## src/rtl/hello_pkg.sv

```systemverilog
// Shared definitions for the hello modulo-N counter.
//   DEF_WIDTH / DEF_MODULUS : default counter width and sequence length
//   TERMINAL                : last count value of the default sequence
//   jk_op_e / jk_next       : JK flip-flop action encoding and next-state helper
package hello_pkg;

  localparam int unsigned DEF_WIDTH   = 5;
  localparam int unsigned DEF_MODULUS = 20;
  localparam int unsigned TERMINAL    = DEF_MODULUS - 1;

  // Encoding matches the {j, k} input pair.
  typedef enum logic [1:0] {
    JK_HOLD = 2'b00,
    JK_CLR  = 2'b01,
    JK_SET  = 2'b10,
    JK_TOG  = 2'b11
  } jk_op_e;

  function automatic logic jk_next(input logic q, input logic j, input logic k);
    jk_op_e op;
    logic   nxt;
    op = jk_op_e'({j, k});
    case (op)
      JK_HOLD: nxt = q;
      JK_CLR:  nxt = 1'b0;
      JK_SET:  nxt = 1'b1;
      JK_TOG:  nxt = ~q;
      default: nxt = 1'b0;
    endcase
    return nxt;
  endfunction

endpackage

```

## src/rtl/hello_jk_ff_cell.sv

```systemverilog
// Single-bit JK flip-flop with synchronous active-high reset.
//   clk   : rising-edge clock
//   reset : synchronous clear, priority over j/k
//   j, k  : JK control inputs
//   q     : stored bit
module jk_ff_cell
  import hello_pkg::*;
(
  input  logic clk,
  input  logic reset,
  input  logic j,
  input  logic k,
  output logic q
);

  logic q_d;
  logic q_q;

  always_comb begin
    q_d = jk_next(q_q, j, k);
  end

  always_ff @(posedge clk) begin
    if (reset) begin
      q_q <= 1'b0;
    end else begin
      q_q <= q_d;
    end
  end

  assign q = q_q;

endmodule

```

## src/rtl/hello.sv

```systemverilog
// Free-running synchronous modulo-MODULUS up-counter built from JK cells.
//   clk   : rising-edge clock
//   reset : synchronous active-high clear
//   q     : current count, 0 .. MODULUS-1
//   flag  : high while q == MODULUS-1
module hello
  import hello_pkg::*;
#(
  parameter int unsigned WIDTH   = DEF_WIDTH,
  parameter int unsigned MODULUS = DEF_MODULUS
) (
  input  logic             clk,
  input  logic             reset,
  output logic [WIDTH-1:0] q,
  output logic             flag
);

  localparam logic [WIDTH-1:0] LAST = WIDTH'(MODULUS - 1);

  logic [WIDTH-1:0] cnt;
  logic [WIDTH-1:0] carry;
  logic [WIDTH-1:0] j;
  logic [WIDTH-1:0] k;
  logic             clear;

  // Ripple-carry toggle enables: bit i toggles when all lower bits are 1.
  // At the terminal value, or any value above it, every cell is cleared so
  // the counter wraps and self-corrects out-of-range states to 0.
  always_comb begin
    carry    = '0;
    carry[0] = 1'b1;
    for (int unsigned i = 1; i < WIDTH; i++) begin
      carry[i] = carry[i-1] & cnt[i-1];
    end
    clear = (cnt >= LAST);
    j     = clear ? '0 : carry;
    k     = clear ? '1 : carry;
  end

  for (genvar b = 0; b < WIDTH; b++) begin : g_cell
    jk_ff_cell u_cell (
      .clk   (clk),
      .reset (reset),
      .j     (j[b]),
      .k     (k[b]),
      .q     (cnt[b])
    );
  end

  assign q    = cnt;
  assign flag = (cnt == LAST);

endmodule

```

## config.mk

```make
export PLATFORM = sky130hd
export DESIGN_NAME = hello
export DESIGN_NICKNAME = d
export VERILOG_FILES = /design/src/rtl/hello_pkg.sv /design/src/rtl/hello_jk_ff_cell.sv /design/src/rtl/hello.sv
export SDC_FILE = /design/constraint.sdc
export NUM_CORES = 1
export LEC_CHECK = 0
export ABC_AREA = 1
export CORE_AREA = 2 2 39 41
export CTS_BUF_LIST = sky130_fd_sc_hd__clkbuf_8
export DETAILED_ROUTE_END_ITERATION = 8
export DIE_AREA = 0 0 41 43
export PLACE_DENSITY_LB_ADDON = 0.1
export SYNTH_ARGS = -nofsm -noshare
export SYNTH_HDL_FRONTEND = slang
export SYNTH_SLANG_ARGS = --single-unit
export TNS_END_PERCENT = 5
```

## constraint.sdc

```tcl
create_clock -name clk -period 0.87 [get_ports clk]
set_input_delay 0.174 -clock clk [delete_from_list [all_inputs] [get_ports clk]]
set_output_delay 0.174 -clock clk [all_outputs]
set_load 0.01 [all_outputs]
```

**Word level (Yosys, flattened, before mapping)**

Cells that the tools add are included.

- Bits of input ports: 2
- Logic and storage cells: 42
- Output and inout port bits: 6
- Register bits after elaboration: 5

- Equality and inequality tests: 16
- Multiplexer cells: 7
- Reductions and logical operators: 5
- Bitwise logic cells: 8
- Order comparisons: 1

Operators with widths:

| cell | count |
|---|---|
| equality test 2 bit, second input constant | 10 |
| one-hot mux 1 bit (3 select lines) | 5 |
| equality test 2 x 1 -> 1 bit, second input constant | 5 |
| zero test 2 bit | 5 |
| two-way mux 5 bit | 2 |
| equality test 5 bit, second input constant | 1 |
| >= comparator 5 bit, second input constant | 1 |
| inverter 1 bit | 5 |
| AND 1 bit | 3 |

**Logic depth before layout (Yosys ltp)**

- Word-level depth: 6
- Mapped depth: 5
- Depth with buffers taken out: 5

**Modules after synthesis**

From an unflattened synthesis, not the netlist that was laid out.

- Cell total of the unflattened synthesis: 52
- Area total of the unflattened synthesis: 302.8 µm²

Modules (own cells, without submodules):

| module | times used | sequential area each (µm²) | area an instance (µm²) | cells each |
|---|---|---|---|---|
| jk_ff_cell | 5 | 20.0 | 38.8 | 6 |
| hello | 1 | 0.0 | 108.9 | 22 |

**Worst setup path before layout**

No wires, ideal clock.

- Path kind: register -> output
- From: reg g_cell[0].u_cell.q_q
- To: out flag
- Data required time: 0.696 ns
- Stages on the path, launching flop included: 3
- Slack: -0.153 ns
- Buffers on the path: 0
- Data arrival time: 0.849 ns
- Cell sequence: dfxtp_1 -> nand2_2 -> nor4_1

- Word-level cells in the longest chain between the ends: 1

RTL lines:

| element | RTL line | source |
|---|---|---|
| start, declared | hello_jk_ff_cell.sv:17 | `logic q_q;` |
| start signal, assigned | hello_jk_ff_cell.sv:27 | `q_q <= q_d;` |
| equality test 5 bit | hello.sv:51 | `assign flag = (cnt == LAST);` |
| end, declared | hello.sv:15 | `output logic flag` |

No other way between the ends.

**Worst setup path after layout**

- From: reg g_cell[3].u_cell.q_q
- To: out flag

- Word-level cells in the longest chain between the ends: 1

RTL lines:

| element | RTL line |
|---|---|
| start, declared | hello_jk_ff_cell.sv:17 |
| start signal, assigned | hello_jk_ff_cell.sv:27 |
| equality test 5 bit | hello.sv:51 |

No other way between the ends.

==> key figures <==
Status
  – Status: finished, violations left
  – Failing checks: negative setup slack

Synth
  – Post-Synthesis Cells: 34
  – Yosys warns: 0
  – Distinct cell type count after synthesis: 12
  – Mean Syn Cell Area: 7.36 sq um
  – Seq/Total Area, Yosys: 40.0%
  – Syn_nets: 36
  – Register bit total from synthesis: 5
  – Mapped cell area: 250 sq um

Global route
  – Vias in the first global route: 251
  – Congestion Overflow GR: 0
  – Pin count of the biggest net entering global routing: 6
  – Initial antenna violation count: 0
  – First-pass GRT wire length: 972 um
  – Total Routing Usage GR: 8.95%

Power and ir drop
  – Sequential share of power: 27.4%
  – Cell Int Power: 0.000847 W
  – Clock power frac: 35.0%
  – Sw frac: 31.3%
  – P_leak: 0.210 nW
  – Pwr dens: 2780 nW/um^2
  – Net Switching: 0.000386 W
  – Max VDD drop: 0.833 mV
  – Combinational share of power: 37.6%
  – Total power: 0.00123 W

Finish
  – Antenna cell count: 0
  – Final nets: 49
  – Final non-filler cell total: 62
  – Layout cell share with drive strength beyond 1: 60.9%
  – Post-Route Utilization: 32.0%
  – Max reg flops: 5
  – Design area: 443 sq um
  – Layout area overhead: 77.0%
  – Layout fillers: 141

Worst hold path
  – Hold Path Depth: 4
  – HP Class: reg2reg
  – Worst Hold End: g_cell[4].u_cell.q
  – Hold wc startpoint: g_cell[4].u_cell.q

Route
  – Total Wirelength: 569 um
  – Drt pass-1 iters: 1
  – DRC viols: 0
  – DR WL/cell: 9.18 um
  – Drt initial violations: 0
  – Vias: 244
  – Vias/cell: 3.94
  – Number of routed nets with antenna violations: 0

Setup path
  – CP Class: reg2out
  – FF-to-FF path depth: 6
  – Critical path peak fanout: 2
  – CP startpoint kind: flip-flop
  – CP required: 700 ps
  – Critical Path AT: 950 ps
  – Worst R2R Setup Slack: -30 ps
  – Setup crit end kind: output pin
  – Reg2reg start: g_cell[3].u_cell.q
  – R2R Path End: g_cell[4].u_cell.q

STA
  – Skew final: 3.91 ps
  – Fin. Hold Viols: 0
  – Highest Clock Rate: 0.893 GHz
  – Unrepaired setup endpoints after global routing: true
  – Final period utilization: 129%
  – Final setup fails: 9
  – Final worst path period need: 1120 ps
  – Setup ws final: -250 ps
  – Worst hold margin: 547 ps
  – Least-Margin Pin Slew: 212 ps
  – Max-slew violations: 0
  – Rel. slew slack: 85.8%

Floorplanning
  – Core ar.: 1380 sq um
  – Initial Utilization: 18.1%
  – Die area: 1760 sq um
  – Die Wd: 41 um
  – Die height: 43 um
  – Floorplan row count: 14
  – I/O pins: 8

Placed design
  – Dpl cells: 57
  – Routability Congestion: 0.677
  – Post-DP HPWL: 420 um
  – Post-DP Area: 355 sq um
  – IO Port Bufs: 7

Clocking
  – Clk buf depth: 2
  – Clock Pin Slew Worst Setup and Hold Paths: 30 ps
  – H-Tree Depth: 1
  – CTS Root Cell: clkbuf_8
  – CTS Hold Bufs: 0
  – Clock latency on the worst-skew pair: 230 ps
  – Num CTS Buffers: 3
  – TritonCTS clock tree: built
  – CTS Sinks: 5

Job
  – Max_cap viols: 0
how the worst max path moves through the flow:
stage                     cells after the start   end  slack [ps]          startpoint
final                                         2  flag        -250  g_cell[3].u_cell.q
after global placement                        2  flag        -440  g_cell[3].u_cell.q
after floorplan                               2  flag           3  g_cell[0].u_cell.q
after detailed placement                      2  flag        -450  g_cell[3].u_cell.q
after CTS                                     2  flag        -270  g_cell[3].u_cell.q
after global routing                          2  flag        -330  g_cell[3].u_cell.q
area by class of cell:
cell class | count | area (sq um) | area share [%]
repair buffers | 13 | 121 | 27.4
clock buffers | 3 | 41.3 | 9.32
multi-input cells | 19 | 130 | 29.4
well taps | 16 | 20.0 | 4.52
flip-flops and latches | 5 | 105 | 23.7
clock inverters | 1 | 3.75 | 0.847
inverters | 5 | 21.3 | 4.80
power groups by stage:
stage,registers [W],clock network [W],logic (W)
5_1_grt,0.000343,0.000457,0.000515
3_5_place_dp,0.000328,0,0.000408
3_3_place_gp,0.000329,0,0.000413
2_1_floorplan,0.000361,0,0.000230
4_1_cts,0.000339,0.000444,0.000437
6_report,0.000338,0.000432,0.000463
timing repair:
action                                  4_1_cts  5_1_grt
endpoints found under the setup margin       10       10
gates resized for setup                      36        6
pin swaps                                     0        4
cloned                                        0        0
setup buffers                                 0        1
synthesized netlist by cell type (all sizes together):
cell,n,area share (%)
nand3,2,6.0
xnor2,1,3.5
nand4,1,2.5
nor4,1,2.5
inv,5,7.5
dfxtp,5,40
buf,5,15
nor2,4,6.0
a21oi,2,4.0
nand2,8,13
worst max-delay path, stage by stage, from the launching register on:
cell,delay (ps)
dfxtp_2,320
nor4_4,240
buf_2,160
layout by cell type (no fill, tap or decap):
cell type and count:
clkdlybuf4s50_1 1, inv_1 4, nor2_2 1, nor2_4 2
buf_6 6, dfxtp_1 1, xnor2_1 1, nand3_1 1
buf_2 2, inv_2 1, nand3_2 1, nor4_4 1
nand4_1 1, clkbuf_8 3, nand2_2 1, clkdlybuf4s15_2 1
a21oi_2 1, nand2_1 7, nor2_1 1, dfxtp_2 4
inv_4 1, buf_4 3, a21oi_1 1
cell families (layout without fill, tap and decap cells):
family / Yosys count / in the layout / share of synthesized area, %
buffers and inverters: 10 / 22 / 22.5
AOI/OAI and AO/OA: 2 / 2 / 4.00
DFF: 5 / 5 / 40.0
and+or+nand+nor: 16 / 16 / 30.0
xor gates and xnor gates: 1 / 1 / 3.50
per-stage QoR:
step / TNS [ps] / worst slack, ps
4_1_cts: -918 / -266
2_1_floorplan: 0 / 3.17
5_1_grt: -1460 / -327
3_5_place_dp: -2860 / -453
6_report: -1040 / -250
3_3_place_gp: -2840 / -441
routing by layer:
metal / GRT usage [%] / wire, um
met1: 9.06 / 234
met2: 11.6 / 263
met3: 4.71 / 40
met4: 10.0 / 31
met5: 0 / 0
No activity file was read; power rests on OpenSTA's default activity.
